## src/rtl/ber_pkg.sv

```systemverilog
// Shared types and constants for the PRBS-9 bit-error-rate sink.
// Used by ber_prbs9 and wb_rx_ber_sink.
package ber_pkg;

  typedef enum logic [1:0] {
    ST_IDLE = 2'd0,
    ST_RUN  = 2'd1,
    ST_DONE = 2'd2
  } ber_state_e;

  typedef enum logic [1:0] {
    MODE_OFF  = 2'd0,
    MODE_QPSK = 2'd1,
    MODE_QAM  = 2'd2
  } ber_mode_e;

  localparam int BITS_QAM  = 4;
  localparam int BITS_QPSK = 2;

  localparam int PRBS_LEN   = 9;
  localparam int PRBS_TAP_A = 8;
  localparam int PRBS_TAP_B = 4;

  // Frame totals for the reference frame length; scaled in the top for other lengths.
  localparam int FRAME_SYMS_REF  = 96;
  localparam int FRAME_BITS_QAM  = 384;
  localparam int FRAME_BITS_QPSK = 192;

  function automatic logic [PRBS_LEN-1:0] prbs9_step(input logic [PRBS_LEN-1:0] s);
    return {s[PRBS_LEN-2:0], s[PRBS_TAP_A] ^ s[PRBS_TAP_B]};
  endfunction

  function automatic logic [2:0] popcnt4(input logic [3:0] v);
    return 3'(v[0]) + 3'(v[1]) + 3'(v[2]) + 3'(v[3]);
  endfunction

endpackage

```

## src/rtl/ber_prbs9.sv

```systemverilog
// PRBS-9 (x^9+x^5+1) reference generator: seed load, advance by 2 or 4 bits,
// next four output bits presented MSB-first (exp_bits[3] is the oldest bit).
module ber_prbs9
  import ber_pkg::*;
#(
  parameter logic [8:0] SEED = 9'h1FF
) (
  input  logic       clk,
  input  logic       rst_n,
  input  logic       load,
  input  logic       adv2,
  input  logic       adv4,
  output logic [3:0] exp_bits
);

  logic [PRBS_LEN-1:0] lfsr_q, lfsr_d;
  logic [4:0][PRBS_LEN-1:0] st;

  always_comb begin
    st[0] = lfsr_q;
    for (int k = 0; k < 4; k++) begin
      st[k+1] = prbs9_step(st[k]);
    end
    exp_bits = {st[0][PRBS_LEN-1], st[1][PRBS_LEN-1], st[2][PRBS_LEN-1], st[3][PRBS_LEN-1]};
    lfsr_d = lfsr_q;
    if (load) begin
      lfsr_d = SEED;
    end else if (adv4) begin
      lfsr_d = st[4];
    end else if (adv2) begin
      lfsr_d = st[2];
    end
  end

  always_ff @(posedge clk or negedge rst_n) begin
    if (!rst_n) begin
      lfsr_q <= SEED;
    end else begin
      lfsr_q <= lfsr_d;
    end
  end

endmodule

```

## src/rtl/wb_rx_ber_sink.sv

```systemverilog
// Wishbone write sink that checks received 16-QAM/QPSK symbols against PRBS-9
// and reports per-frame error/correct counts. Optional ERR_ACCUM_EN adds err_accum.
module wb_rx_ber_sink
  import ber_pkg::*;
#(
  parameter int         FRAME_SYMS = 96,
  parameter logic [8:0] PRBS_SEED  = 9'h1FF,
  parameter int         CNT_W      = 10
) (
  input  logic             CLK_I,
  input  logic             RST_I,
  input  logic [3:0]       DAT_I,
  input  logic             CYC_I,
  input  logic             STB_I,
  input  logic             WE_I,
  output logic             ACK_O,
  input  logic             QAM,
  input  logic             QPSK,
  output logic [CNT_W-1:0] funcE,
  output logic [CNT_W-1:0] correctbits,
  output logic             frame_done,
  output logic             frame_abort,
  output logic             mode_err,
  output logic [15:0]      frame_cnt
`ifdef ERR_ACCUM_EN
  ,
  output logic [23:0]      err_accum
`endif
);

  localparam int BEAT_W = $clog2(FRAME_SYMS + 1);
  localparam logic [CNT_W-1:0] TOT_QAM  = CNT_W'(FRAME_BITS_QAM * FRAME_SYMS / FRAME_SYMS_REF);
  localparam logic [CNT_W-1:0] TOT_QPSK = CNT_W'(FRAME_BITS_QPSK * FRAME_SYMS / FRAME_SYMS_REF);

  ber_state_e       state_q, state_d;
  ber_mode_e        mode_q, mode_d;
  logic             need_low_q, need_low_d;
  logic             ack_q, ack_d;
  logic [BEAT_W-1:0] beat_q, beat_d;
  logic [CNT_W-1:0] err_q, err_d;
  logic [CNT_W-1:0] funce_q, funce_d;
  logic [CNT_W-1:0] correct_q, correct_d;
  logic             done_q, done_d;
  logic             abort_q, abort_d;
  logic             mode_err_q, mode_err_d;
  logic [15:0]      frame_cnt_q, frame_cnt_d;

  logic             any_beat, wr_beat;
  logic [3:0]       exp_bits;
  logic [3:0]       diff;
  logic [CNT_W-1:0] frame_err, frame_ok;

  // The ~ack_q term limits acceptance to one beat every two cycles.
  assign any_beat = (state_q == ST_RUN) && CYC_I && STB_I && !ack_q;
  assign wr_beat  = any_beat && WE_I;

  ber_prbs9 #(.SEED(PRBS_SEED)) u_prbs (
    .clk      (CLK_I),
    .rst_n    (RST_I),
    .load     (state_q == ST_IDLE),
    .adv2     (wr_beat && (mode_q == MODE_QPSK)),
    .adv4     (wr_beat && (mode_q == MODE_QAM)),
    .exp_bits (exp_bits)
  );

  always_comb begin
    diff = 4'd0;
    case (mode_q)
      MODE_QAM:  diff = DAT_I ^ exp_bits;
      MODE_QPSK: diff = {2'b00, DAT_I[1:0] ^ exp_bits[3:2]};
      default:   diff = 4'd0;
    endcase
  end

  always_comb begin
    frame_err = err_q;
    frame_ok  = '0;
    case (mode_q)
      MODE_QAM:  frame_ok = TOT_QAM - err_q;
      MODE_QPSK: frame_ok = TOT_QPSK - err_q;
      default: begin
        frame_err = '0;
        frame_ok  = '0;
      end
    endcase
  end

  always_comb begin
    state_d     = state_q;
    mode_d      = mode_q;
    need_low_d  = need_low_q;
    ack_d       = any_beat;
    beat_d      = beat_q;
    err_d       = err_q;
    funce_d     = funce_q;
    correct_d   = correct_q;
    done_d      = 1'b0;
    abort_d     = 1'b0;
    mode_err_d  = mode_err_q;
    frame_cnt_d = frame_cnt_q;
    if (!CYC_I) begin
      need_low_d = 1'b0;
    end
    case (state_q)
      ST_IDLE: begin
        if (CYC_I && !need_low_q) begin
          state_d = ST_RUN;
          beat_d  = '0;
          err_d   = '0;
          if (QAM) begin
            mode_d = MODE_QAM;
          end else if (QPSK) begin
            mode_d = MODE_QPSK;
          end else begin
            mode_d     = MODE_OFF;
            mode_err_d = 1'b1;
          end
        end
      end
      ST_RUN: begin
        if (!CYC_I) begin
          abort_d = 1'b1;
          state_d = ST_IDLE;
        end else if (wr_beat) begin
          err_d  = err_q + CNT_W'(popcnt4(diff));
          beat_d = beat_q + 1'b1;
          if (beat_q == BEAT_W'(FRAME_SYMS - 1)) begin
            state_d = ST_DONE;
          end
        end
      end
      ST_DONE: begin
        funce_d     = frame_err;
        correct_d   = frame_ok;
        done_d      = 1'b1;
        frame_cnt_d = frame_cnt_q + 16'd1;
        // Re-arm only after the master releases CYC_I.
        need_low_d  = CYC_I;
        state_d     = ST_IDLE;
      end
      default: state_d = ST_IDLE;
    endcase
  end

  always_ff @(posedge CLK_I or negedge RST_I) begin
    if (!RST_I) begin
      state_q     <= ST_IDLE;
      mode_q      <= MODE_OFF;
      need_low_q  <= 1'b0;
      ack_q       <= 1'b0;
      beat_q      <= '0;
      err_q       <= '0;
      funce_q     <= '0;
      correct_q   <= '0;
      done_q      <= 1'b0;
      abort_q     <= 1'b0;
      mode_err_q  <= 1'b0;
      frame_cnt_q <= '0;
    end else begin
      state_q     <= state_d;
      mode_q      <= mode_d;
      need_low_q  <= need_low_d;
      ack_q       <= ack_d;
      beat_q      <= beat_d;
      err_q       <= err_d;
      funce_q     <= funce_d;
      correct_q   <= correct_d;
      done_q      <= done_d;
      abort_q     <= abort_d;
      mode_err_q  <= mode_err_d;
      frame_cnt_q <= frame_cnt_d;
    end
  end

  assign ACK_O       = ack_q;
  assign funcE       = funce_q;
  assign correctbits = correct_q;
  assign frame_done  = done_q;
  assign frame_abort = abort_q;
  assign mode_err    = mode_err_q;
  assign frame_cnt   = frame_cnt_q;

`ifdef ERR_ACCUM_EN
  logic [23:0] err_accum_q, err_accum_d;
  logic [24:0] acc_sum;

  always_comb begin
    acc_sum     = {1'b0, err_accum_q} + 25'(frame_err);
    err_accum_d = err_accum_q;
    if (state_q == ST_DONE) begin
      err_accum_d = acc_sum[24] ? 24'hFFFFFF : acc_sum[23:0];
    end
  end

  always_ff @(posedge CLK_I or negedge RST_I) begin
    if (!RST_I) begin
      err_accum_q <= '0;
    end else begin
      err_accum_q <= err_accum_d;
    end
  end

  assign err_accum = err_accum_q;
`endif

endmodule

```

## config.mk

```make
export PLATFORM = sky130hd
export DESIGN_NAME = wb_rx_ber_sink
export DESIGN_NICKNAME = d
export VERILOG_FILES = /design/src/rtl/ber_pkg.sv /design/src/rtl/ber_prbs9.sv /design/src/rtl/wb_rx_ber_sink.sv
export SDC_FILE = /design/constraint.sdc
export NUM_CORES = 1
export LEC_CHECK = 0
export CORE_MARGIN = 3
export CORE_UTILIZATION = 45
export DETAILED_ROUTE_END_ITERATION = 10
export GPL_TIMING_DRIVEN = 0
export PLACE_DENSITY = 0.68
export SETUP_SLACK_MARGIN = 0.5
export SLEW_MARGIN = 40
export SYNTH_ARGS = -nofsm -noshare
export SYNTH_HDL_FRONTEND = slang
export SYNTH_SLANG_ARGS = --single-unit
```

## constraint.sdc

```tcl
create_clock -name CLK_I -period 6.4 [get_ports CLK_I]
set_clock_uncertainty 0.15 [all_clocks]
set_input_delay 1.6 -clock CLK_I [delete_from_list [all_inputs] [get_ports CLK_I]]
set_output_delay 1.6 -clock CLK_I [all_outputs]
set_load 0.05 [all_outputs]
```

==> impl_summary.log <==
INFO  metric finish.cell_count_without_fillers = 507
INFO  metric place_inst = 492
INFO  metric synth_fp_nets = 364
INFO  metric ctsHtreeMaxLevel = 3
INFO  metric synth-seq-cells = 70
INFO  metric timing_max_transition_violations_final = 0
INFO  metric max_cap_viol_count = 0
INFO  metric crit_arrival = 4.64 ns
INFO  metric cts_hold_buf = 0
INFO  metric fin_ws = 1.89 ns
INFO  metric synth-main-ff-cell = sky130_fd_sc_hd__dfrtp_1
INFO  metric drc = 0
INFO  metric cts_buffers = 9
INFO  metric die_area = 8970 um2
INFO  metric slew_headroom = 59.5%
INFO  metric max_stage_delay = 0.53 ns
INFO  metric numPortBuffers = 50
INFO  metric core_region_area = 7450 um2
INFO  metric synth_adder_area_share = 4.52%
INFO  metric leading_cell_type_in_the_layout_fill_and_taps_excluded = sky130_fd_sc_hd__dfrtp_1
INFO  metric run_status = complete, no violations
INFO  metric synth.top_cell.area_share = 43.1%
INFO  metric grt_start_max_net_pins = 37
INFO  metric drt_iter0_drc = 190
INFO  metric mappedNetlistArea = 3540 um2
INFO  metric postSynthCellCount = 342
INFO  metric antenna-diode-count = 0
INFO  metric timing.critical_path.fanout_max = 4
INFO  metric path_delay_family = simple AND/OR/NAND/NOR gates
INFO  metric die-width = 94.7 um
INFO  metric timing_hold_violations_final = 0
INFO  metric worstMarginPinSlew = 0.606 ns
INFO  metric post_synth_mux_area_share = 1.98%
INFO  metric avgSynthCellArea = 10.4 um2
INFO  metric grt_antenna_before_repair = 0
INFO  metric critPathMostFrequentCell = sky130_fd_sc_hd__fa_1
INFO  metric fin_tns_setup = 0 ns
INFO  metric largest_family_of_logic_cells_by_synthesized_area = simple AND/OR/NAND/NOR gates
INFO  metric synth-edff-count = 0
INFO  metric yosysTopAreaCell = sky130_fd_sc_hd__dfrtp_1
INFO  metric critical_path.slowest_cell = sky130_fd_sc_hd__or4_1
INFO  metric setup_bufs_post_cts = 0
INFO  metric rows = 31
INFO  metric synth_area_leaders = sky130_fd_sc_hd__dfrtp_1 43%, sky130_fd_sc_hd__dfstp_2 6.7%, sky130_fd_sc_hd__nand2_1 4.4%, sky130_fd_sc_hd__xnor2_1 4.4%, sky130_fd_sc_hd__xor2_1 3.5%
INFO  metric synth_async_sr_flop_share = 100%
INFO  metric power.density_cell_area = 225 nW/um2
INFO  metric startpoint_type = input pin
INFO  metric clock_slew_seen_by_the_registers_of_the_worst_setup_and_hold_paths = 0.08 ns
INFO  metric clkSinkCount = 70
INFO  metric ir_worst_vdd = 0.0000960 V
INFO  metric route.antenna.remaining_nets = 0
INFO  metric post_drt_wl_per_cell = 15.3 um
INFO  metric clock_tree_from_tritoncts = yes
INFO  metric first_pass_iters = 4
INFO  metric drt-total-wl = 7.74 mm
INFO  metric worst_case_setup_slack_after_placement = 1.54 ns
INFO  metric synth.yosys.seq_area_share = 49.8%
INFO  metric grt_usage = 19.0%
INFO  metric ctsLongestPathBuffers = 2
INFO  metric postLayoutCoreUtil = 59.1%
INFO  metric yosys.area_share.xor_xnor = 7.91%
INFO  metric synth_compound_area_share = 14.1%
INFO  metric area_fraction_in_and_or_nand_and_nor_cells_after_synthesis = 18.2%
INFO  metric crit_path_cell_trace = clkdlybuf4s50_1, xor2_1, a22oi_1, or2_2, fa_1, fa_1, nor2b_1, o21ai_0, or4_1, a21oi_1
INFO  metric drive_above_1_share = 10.0%
INFO  metric leakage = 0.00187 uW
INFO  metric first_pass_grt_wire_length = 13.1 mm
INFO  metric dr_total_vias = 2757
INFO  metric grt_overflow_total = 0
INFO  metric final_cell_mix = 61 x sky130_fd_sc_hd__dfrtp_1, 49 x sky130_fd_sc_hd__clkdlybuf4s50_1, 42 x sky130_fd_sc_hd__nand2_1, 21 x sky130_fd_sc_hd__o21ai_0, 18 x sky130_fd_sc_hd__xnor2_1
INFO  metric unrepaired_setup_endpoints_after_global_routing = no
INFO  metric layout-area-overhead-vs-synth = 24.2%
INFO  metric synth.lib_cells_used.distinct = 51
INFO  metric pin_count = 51
INFO  metric yosys_warnings = 0
INFO  metric final.min_clock_period = 4.51 ns
INFO  metric cp.required = 6.53 ns
INFO  metric setup.worst_path.class = in2reg
INFO  metric nNetsFinal = 426
INFO  metric routed_via_density = 5.44
INFO  metric post-dp-hpwl = 5.53 mm
INFO  metric timing.critical_path.to_type = flop
INFO  metric gp_routability_congestion = 0.821
INFO  metric grt_pass1_vias = 2691
INFO  metric clk-insertion-delay-late = 0.35 ns
INFO  metric type_of_the_worst_min_delay_path = reg2reg
INFO  metric detailed_place.area = 4200 um2
INFO  metric die_y = 94.7 um
INFO  metric postLayoutCellArea = 4400 um2
INFO  metric initial_utilization = 47.6%
INFO  metric timing.critical_path.buf_inv = 1
INFO  metric clock_root_buffer_master = sky130_fd_sc_hd__clkbuf_8
INFO  metric max_freq = 0.222 GHz
INFO  metric cts_resized = 0
INFO  metric finalSetupViolCount = 0
INFO  metric timing.final.crit_share = 70.4%
==> sequential cells by signal, indices dropped and copies added, names as in the netlist <==
register / count
beat_q: 7
err_q: 10
frame_cnt: 16
frame_done: 1
ACK_O: 1
need_low_q: 1
correctbits: 9
u_prbs.lfsr_q: 9
mode_q: 2
mode_err: 1
funcE: 10
frame_abort: 1
state_q: 2
==> worst register-to-register path: cells and delay by family, from the launching register on <==
| kind | cells | cell delay (ns) |
|---|---|---|
| compound gates | 3 | 0.45 |
| buf+inv | 2 | 0.37 |
| fa+ha+maj | 3 | 1.09 |
| flops | 1 | 0.39 |
| simple gates | 3 | 1.00 |
==> layer usage <==
| metal | GRT usage (%) | share of wire (%) |
|---|---|---|
| met1 | 26.3 | 47 |
| met2 | 28.4 | 46 |
| met3 | 3.11 | 4.6 |
| met4 | 10.2 | 2.4 |
| met5 | 0 | 0 |
==> where the power goes <==
part	leakage, uW	internal (uW)	switching, uW
combinational	0.000831	61.4	86.6
clock	0.000106	215	162
sequential	0.000934	454	10.5
==> Yosys cell counts, types with 5 or more instances <==
| cell | number |
|---|---|
| sky130_fd_sc_hd__mux2i_1 | 7 |
| sky130_fd_sc_hd__xnor2_1 | 18 |
| sky130_fd_sc_hd__nor2_1 | 14 |
| sky130_fd_sc_hd__nand3b_1 | 6 |
| sky130_fd_sc_hd__inv_1 | 14 |
| sky130_fd_sc_hd__o31ai_1 | 14 |
| sky130_fd_sc_hd__nor4_1 | 7 |
| sky130_fd_sc_hd__a21oi_1 | 6 |
| sky130_fd_sc_hd__a22o_1 | 6 |
| sky130_fd_sc_hd__nand3_1 | 12 |
| sky130_fd_sc_hd__xor2_1 | 14 |
| sky130_fd_sc_hd__dfstp_2 | 9 |
| sky130_fd_sc_hd__dfrtp_1 | 61 |
| sky130_fd_sc_hd__ha_1 | 8 |
| sky130_fd_sc_hd__nand2_1 | 42 |
| sky130_fd_sc_hd__nor3_1 | 7 |
| sky130_fd_sc_hd__and3_1 | 5 |
| sky130_fd_sc_hd__o21ai_0 | 21 |
| sky130_fd_sc_hd__clkbuf_1 | 8 |
| sky130_fd_sc_hd__a2bb2oi_1 | 9 |
==> logic make-up (layout without fill, tap and decap cells) <==
group | after synthesis | in the layout
buffers and inverters | 29 | 95
AND/OR/NAND/NOR | 121 | 121
XOR/XNOR | 32 | 32
flip-flops | 70 | 70
adder cells (fa/ha/maj) | 11 | 11
AO/OA/AOI/OAI | 72 | 72
multiplexers | 7 | 7
==> per-stage QoR <==
step	total power [uW]	hold slack (ns)
final	990	0.308
after global routing	1030	0.339
after CTS	998	0.315
after detailed placement	620	0.298
after global placement	615	0.289
after floorplan	572	0.290
==> layout make-up <==
type | count | area, um2
Inverter | 15 | 56.3
Buffer | 14 | 70.1
Multi-Input combinational cell | 243 | 1660
Fill cell | 639 | 3050
Clock inverter | 5 | 75.1
Tap cell | 99 | 124
Clock buffer | 10 | 128
Sequential cell | 70 | 1760
Timing Repair Buffer | 51 | 522
==> final timing paths <==
| path | startpoint | end | slack [ns] | depth (start not counted) |
|---|---|---|---|---|
| max | DAT_I[0] | err_q[5]$_DFFE_PN0P_ | 1.89 | 10 |
| min | mode_err$_DFFE_PN0P_ | mode_err$_DFFE_PN0P_ | 0.31 | 1 |
| max reg2reg | mode_q[0]$_DFFE_PN0P_ | err_q[5]$_DFFE_PN0P_ | 2.88 | 11 |
| min reg2reg | mode_err$_DFFE_PN0P_ | mode_err$_DFFE_PN0P_ | 0.31 | 1 |
| max in group asynchronous | RST_I | u_prbs.lfsr_q[3]$_DFFE_PN1P_ | 4.56 | 2 |
| min in group asynchronous | RST_I | frame_cnt[15]$_DFFE_PN0P_ | 0.98 | 1 |
Note: power is estimated with default switching activity, not from simulation.
